### src/rtl/body_integrator.sv
// Semi-implicit Euler integration stage: per body reads vel/acc then pos from the register
// file, updates v and p in Q16.16, writes both back. BODY_INTEGRATOR_SAT_EN selects saturating adds.
module body_integrator #(
  parameter int unsigned NUM_BODIES = 10,
  parameter int unsigned DT_SHIFT   = 6,
  parameter int unsigned POS_X_BASE = 24,
  parameter int unsigned POS_Y_BASE = 34,
  parameter int unsigned POS_Z_BASE = 44,
  parameter int unsigned VEL_X_BASE = 54,
  parameter int unsigned VEL_Y_BASE = 64,
  parameter int unsigned VEL_Z_BASE = 74,
  parameter int unsigned ACC_X_BASE = 84,
  parameter int unsigned ACC_Y_BASE = 94,
  parameter int unsigned ACC_Z_BASE = 104
) (
  input  logic        CLK,
  input  logic        RESET_N,
  input  logic        START,
  input  logic [31:0] PLANET_NUM,
  output logic        BUSY,
  output logic        DONE,
  output logic [1:0]  RE,
  output logic [1:0]  WE,
  output logic [31:0] ADDR1,
  output logic [31:0] ADDR2,
  output logic [31:0] ADDR3,
  output logic [31:0] ADDR4,
  output logic [31:0] ADDR5,
  output logic [31:0] ADDR6,
  output logic [31:0] DATA1,
  output logic [31:0] DATA2,
  output logic [31:0] DATA3,
  output logic [31:0] DATA4,
  output logic [31:0] DATA5,
  output logic [31:0] DATA6,
  input  logic [31:0] DATA1in,
  input  logic [31:0] DATA2in,
  input  logic [31:0] DATA3in,
  input  logic [31:0] DATA4in,
  input  logic [31:0] DATA5in,
  input  logic [31:0] DATA6in
);

  localparam int unsigned KW = $clog2(NUM_BODIES + 1);

  localparam logic [2:0] S_IDLE   = 3'd0;
  localparam logic [2:0] S_RD_VA  = 3'd1;
  localparam logic [2:0] S_CAP_VA = 3'd2;
  localparam logic [2:0] S_RD_P   = 3'd3;
  localparam logic [2:0] S_CAP_P  = 3'd4;
  localparam logic [2:0] S_WR     = 3'd5;
  localparam logic [2:0] S_DONE   = 3'd6;

  logic [2:0]       state_q, state_d;
  logic [KW-1:0]    k_q, k_d;
  logic [KW-1:0]    n_q, n_d;
  logic [2:0][31:0] v_q, v_d;
  logic [2:0][31:0] p_q, p_d;

  logic [2:0][31:0] vel_in, acc_in, pos_in;
  logic [31:0]      k_ext;

  assign vel_in = {DATA3in, DATA2in, DATA1in};
  assign acc_in = {DATA6in, DATA5in, DATA4in};
  assign pos_in = {DATA3in, DATA2in, DATA1in};
  assign k_ext  = 32'(k_q);

  function automatic logic [31:0] asr(input logic [31:0] x);
    return 32'($signed(x) >>> DT_SHIFT);
  endfunction

  function automatic logic [31:0] add_q(input logic [31:0] a, input logic [31:0] b);
    logic [31:0] s;
    s = a + b;
`ifdef BODY_INTEGRATOR_SAT_EN
    // Overflow only when both operands share a sign that the sum loses
    if (a[31] == b[31] && s[31] != a[31]) begin
      s = a[31] ? 32'h8000_0000 : 32'h7FFF_FFFF;
    end
`endif
    return s;
  endfunction

  always_comb begin
    state_d = state_q;
    k_d     = k_q;
    n_d     = n_q;
    v_d     = v_q;
    p_d     = p_q;
    case (state_q)
      S_IDLE: begin
        if (START) begin
          k_d = '0;
          n_d = (PLANET_NUM > 32'(NUM_BODIES)) ? KW'(NUM_BODIES) : KW'(PLANET_NUM);
          state_d = (n_d == '0) ? S_DONE : S_RD_VA;
        end
      end
      S_RD_VA: state_d = S_CAP_VA;
      S_CAP_VA: begin
        for (int i = 0; i < 3; i++) begin
          v_d[i] = add_q(vel_in[i], asr(acc_in[i]));
        end
        state_d = S_RD_P;
      end
      S_RD_P: state_d = S_CAP_P;
      S_CAP_P: begin
        for (int i = 0; i < 3; i++) begin
          p_d[i] = add_q(pos_in[i], asr(v_q[i]));
        end
        state_d = S_WR;
      end
      S_WR: begin
        if (k_q == n_q - KW'(1)) begin
          state_d = S_DONE;
        end else begin
          k_d     = k_q + KW'(1);
          state_d = S_RD_VA;
        end
      end
      S_DONE: begin
        if (!START) state_d = S_IDLE;
      end
      default: state_d = S_IDLE;
    endcase
  end

  always_ff @(posedge CLK or negedge RESET_N) begin
    if (!RESET_N) begin
      state_q <= S_IDLE;
      k_q     <= '0;
      n_q     <= '0;
      v_q     <= '0;
      p_q     <= '0;
    end else begin
      state_q <= state_d;
      k_q     <= k_d;
      n_q     <= n_d;
      v_q     <= v_d;
      p_q     <= p_d;
    end
  end

  // Outputs decode from state only, so an asynchronous reset clears them immediately
  always_comb begin
    BUSY  = (state_q != S_IDLE) && (state_q != S_DONE);
    DONE  = (state_q == S_DONE);
    RE    = 2'd0;
    WE    = 2'd0;
    ADDR1 = '0;
    ADDR2 = '0;
    ADDR3 = '0;
    ADDR4 = '0;
    ADDR5 = '0;
    ADDR6 = '0;
    DATA1 = '0;
    DATA2 = '0;
    DATA3 = '0;
    DATA4 = '0;
    DATA5 = '0;
    DATA6 = '0;
    case (state_q)
      S_RD_VA: begin
        RE    = 2'd3;
        ADDR1 = VEL_X_BASE + k_ext;
        ADDR2 = VEL_Y_BASE + k_ext;
        ADDR3 = VEL_Z_BASE + k_ext;
        ADDR4 = ACC_X_BASE + k_ext;
        ADDR5 = ACC_Y_BASE + k_ext;
        ADDR6 = ACC_Z_BASE + k_ext;
      end
      S_RD_P: begin
        RE    = 2'd3;
        ADDR1 = POS_X_BASE + k_ext;
        ADDR2 = POS_Y_BASE + k_ext;
        ADDR3 = POS_Z_BASE + k_ext;
        ADDR4 = POS_X_BASE + k_ext;
        ADDR5 = POS_Y_BASE + k_ext;
        ADDR6 = POS_Z_BASE + k_ext;
      end
      S_WR: begin
        WE    = 2'd3;
        ADDR1 = VEL_X_BASE + k_ext;
        ADDR2 = VEL_Y_BASE + k_ext;
        ADDR3 = VEL_Z_BASE + k_ext;
        ADDR4 = POS_X_BASE + k_ext;
        ADDR5 = POS_Y_BASE + k_ext;
        ADDR6 = POS_Z_BASE + k_ext;
        DATA1 = v_q[0];
        DATA2 = v_q[1];
        DATA3 = v_q[2];
        DATA4 = p_q[0];
        DATA5 = p_q[1];
        DATA6 = p_q[2];
      end
      default: ;
    endcase
  end

endmodule

### config.mk
export PLATFORM = sky130hd
export DESIGN_NAME = body_integrator
export DESIGN_NICKNAME = d
export VERILOG_FILES = /design/src/rtl/body_integrator.sv
export SDC_FILE = /design/constraint.sdc
export NUM_CORES = 1
export LEC_CHECK = 0
export ABC_AREA = 1
export CAP_MARGIN = 15
export CORE_AREA = 2 2 239 241
export CTS_CLUSTER_DIAMETER = 200
export DETAILED_ROUTE_END_ITERATION = 12
export DIE_AREA = 0 0 241 243
export GPL_TIMING_DRIVEN = 0
export PLACE_DENSITY = 0.76
export RECOVER_POWER = 50
export SLEW_MARGIN = 10
export SYNTH_ARGS = -nofsm -noshare
export SYNTH_HDL_FRONTEND = slang
export SYNTH_SLANG_ARGS = --single-unit
### constraint.sdc
create_clock -name CLK -period 2.4 [get_ports CLK]
set_clock_uncertainty 0.15 [all_clocks]
set_input_delay 0.24 -clock CLK [delete_from_list [all_inputs] [get_ports CLK]]
set_output_delay 0.24 -clock CLK [all_outputs]
set_load 0.05 [all_outputs]
==> flow_results.org <==
** Outcome
- Outcome :: finished with violations
- Failing checks :: setup timing

** STA
- Hold timing on the final database bottoms out at a slack of ~0.045 ns.
- In the finished design, the share of the clock period the worst path needs comes to 110%.
- Peak clock frequency supported by timing :: ~380 MHz
- The max-slew violation total from the final report was 0.
- Setup repair after global routing could not meet its margin everywhere.
- Relative max-transition margin :: just over 30%
- Once routing completed, OpenROAD measured the worst setup slack at -0.240 ns.
- Slew at the pin with the worst max-slew slack :: between 1 and 1.5 ns
- Setup violations remaining at the end of the flow were counted as a little under 200.
- Final Hold Violating Endpoints :: 0
- Subtracting the final worst setup slack from the clock period gives roughly 2.6 ns.

** Placed design
- Input and output buffers added on the ports amount to 448.
- Detailed placement finished with a half-perimeter wire length of 84,300 µm.
- Gpl congestion :: roughly 1.0

** Critical path
- Setup slack, reg-to-reg :: -0.11 ns
- Capturing point of the worst reg2reg path :: p_q[65]
- The critical path is of the reg2out type.
- Cell depth of the worst flop-to-flop path :: 9
- The worst setup path is captured at a primary output.
- Following the worst setup path forward leads to its endpoint at ADDR5[3].
- At the worst endpoint, the arrival time is approximately 2.3 ns.
- Data on the critical path is required at its endpoint by 2.01 ns.
- The worst setup path is launched from a register.
- Launching point of the worst reg2reg path :: state_q[1]
- Critical-path maximum fanout :: 6
- The critical path starts at k_q[3].

** Power and ir drop
- Leakage power total :: between 20 and 25 nW
- Of the total power, registers draw approximately a fifth.
- The worst-case IR drop observed on VDD is just under 0.7 mV.
- Internal power :: approximately 15 mW
- In this run the power spent charging and discharging nets is ~18 mW.
- For this design the ratio of total power to cell area is ~960 mW/mm².
- Of the total power, the clock network draws 12.7%.
- Net switching is a little over half of the power.
- Combinational cells account for between 60% and 70% of the total power.
- The design draws about 33 mW.

** Drt
- Before antenna repair, the detailed router went through 7 iterations.
- Average wire per standard cell :: roughly 17 µm
- The detailed router finished its first iteration with about 2,100 violations.
- Vias after detailed routing :: roughly 29,000
- DRC violations left :: 0
- DRT antenna net count :: 0
- Detailed-route wire length :: 105,000 µm
- Using the TritonRoute via totals, the vias-per-cell ratio works out to slightly below 5.

** Floorplanning
- Total I/O pin count :: slightly above 600
- From bottom edge to top edge, the die measures roughly 240 µm.
- The die is roughly 240 µm wide.
- The die covers about 0.059 mm².
- For this configuration, the core starts out at a cell density of 45.6%.
- Standard-cell rows :: between 80 and 90
- Core region area :: between 0.05 and 0.06 mm²

** Logic synthesis
- Synthesis produced around 4,500 cells.
- Part of the Yosys area used for sequential elements :: 19.9%
- Syn Area/Cell :: 5.62 µm²
- Post-synth EDFFs :: 0
- The netlist uses 37 different library cells.
- Netlist area before placement :: around 0.026 mm²
- Register bit total from synthesis :: slightly above 200
- The most used flip-flop cell after synthesis is dfrtp_1.
- After synthesis, the share of flip-flops with an asynchronous set or reset is 100%.
- Yosys printed 0 warnings.

** Global routing
- Leftover overflow at the end of global routing :: 0
- In the global route stage, overall resource usage came out at between 30% and 40%.
- The first global-routing pass estimated 153,000 µm of wire.
- The initial antenna violation count is 4.
- Entering global routing, the biggest net connects between 70 and 80 pins.
- Vias in the first global route :: roughly 27,000

** Finish
- At the end of the flow, the number of nets in the layout was 5,643.
- Relative to the synthesized area, the layout overhead comes to 36.4%.
- After filler insertion, the fill cell instance count of the layout stands at around 5,500.
- Share of post-route cells with drive strength above 1 :: between 10% and 20%

** CTS
- No sink is reached through more buffers than the 3 on the longest clock path.
- TritonCTS built the clock tree.
- For this design, the sink count on the clock tree is just over 200.
- In this run the number of H-tree levels came out at 1.
- The tree is rooted in a clkbuf_16.
- Clock network latency to the later pin of the worst-skew pair :: roughly 0.56 ns
- Clock tree synthesis inserted a total of 26 buffers.
- Clock-pin slew was measured on the worst setup and hold paths at approximately 0.060 ns.

** Run
- Max-cap violations in this run came to 0.

** Worst hold path
- The worst hold path belongs to the class in2async.
## power by group through the flow
stage	logic, mW	clock network (mW)	registers [mW]
5_1_grt	25.1	4.44	6.49
3_5_place_dp	21.1	0	6.29
3_3_place_gp	20.9	0	6.28
4_1_cts	22.0	4.30	6.26
2_1_floorplan	15.2	0	5.87
6_report	22.9	4.26	6.32
## cell families after synthesis
| logic type | count (synthesis) | synth area share [%] |
|---|---|---|
| adders and majority gates | 203 | 10.1 |
| and+or+nand+nor | 2545 | 40.4 |
| DFF | 203 | 19.9 |
| AOI/OAI and AO/OA | 290 | 5.93 |
| xor gates and xnor gates | 80 | 2.77 |
| other | 1 | 0.0147 |
| buffers and inverters | 1222 | 20.9 |
## state kept, by name, summed over array words and instances (netlist names)
register  cells
n_q           4
state_q       3
p_q          96
k_q           4
v_q          96
## stage by stage
step | worst slack (ns) | utilization [%] | instance area (µm²) | std cells | TNS (ns)
detailed placement | -0.690 | 57.3 | 32100 | 5899 | -119.51
floorplan | -0.242 | - | 26600 | 4693 | -2.07
global placement | -7.88 | 57.2 | 32000 | 5897 | -1706.39
CTS | -0.147 | 61.1 | 34200 | 5975 | -10.06
finish | -0.240 | 62.2 | 34800 | 5993 | -11.76
global route | -0.269 | 62.2 | 34800 | 5992 | -21.00
## critical path: stages (launching register included)
cell and delay [ns]:
dfrtp_1 0.43, buf_8 0.16, buf_4 0.18, xor2_4 0.26, inv_2 0.14, o22ai_2 0.30
buf_6 0.21
## cells in the mapped netlist, types with 9 or more instances
cell type | count | area (µm²)
nand4_1 | 39 | 244
o21ai_1 | 30 | 150
buf_2 | 52 | 260
a21oi_1 | 113 | 566
clkbuf_1 | 10 | 37.5
xnor2_1 | 75 | 657
ha_1 | 197 | 2460
and2_1 | 24 | 150
buf_4 | 165 | 1240
dfrtp_1 | 203 | 5080
nand2_1 | 1675 | 6290
inv_1 | 979 | 3670
o22ai_1 | 13 | 81.3
nor3_1 | 39 | 195
o21ai_0 | 118 | 591
nor2_1 | 422 | 1580
nand2_2 | 15 | 93.8
nand3_1 | 284 | 1420
or2_1 | 9 | 56.3
## per-layer routing
| metal | up-vias | GRT usage (%) | wire [µm] |
|---|---|---|---|
| li1 | 14680 | - | - |
| met1 | 13216 | 43.5 | 42500 |
| met2 | 1148 | 58.1 | 49500 |
| met3 | 228 | 3.98 | 7860 |
| met4 | 0 | 13.9 | 5010 |
| met5 | - | 0 | 0 |
## worst min-delay path by stage
stage,to,slack (ns),cells past startpoint
floorplan,k_q[0],-0.21,0
global placement,p_q[23],0.31,2
detailed placement,v_q[31],0.05,1
CTS,v_q[31],0.07,2
global route,v_q[27],0.1,2
finish,v_q[27],0.05,2
## area by class of cell
class	instances	area, µm²	share of cell area (%)
diodes	4	10.0	0.0287
plain buffers	234	1910	5.49
clock buffers	35	736	2.11
clock inverters	13	175	0.503
inverters	987	3730	10.7
multi-input cells	3268	16900	48.6
flip-flops and latches	203	5090	14.6
well taps	756	946	2.72
repair buffers	493	5310	15.2
## timing repair
| action | CTS | global route |
|---|---|---|
| endpoints found under the hold margin | 128 | 0 |
| setup buffers | 18 | 15 |
| cloned | 9 | 0 |
| pin swaps | 11 | 13 |
| hold buffers | 1 | 0 |
| endpoints found under the setup margin | 264 | 282 |
| resized for setup | 1691 | 184 |
## cells in the final DEF (no fill, tap or decap), drive strengths merged, types with 53 or more instances in the layout
cell type / count
nand2: 1690
inv: 985
buf: 490
nor2: 434
nand3: 289
clkdlybuf4s50: 206
dfrtp: 203
ha: 197
conb: 150
o21ai: 148
a21oi: 114
xnor2: 76
clkbuf: 53
Note: power is estimated with default switching activity, not from simulation.
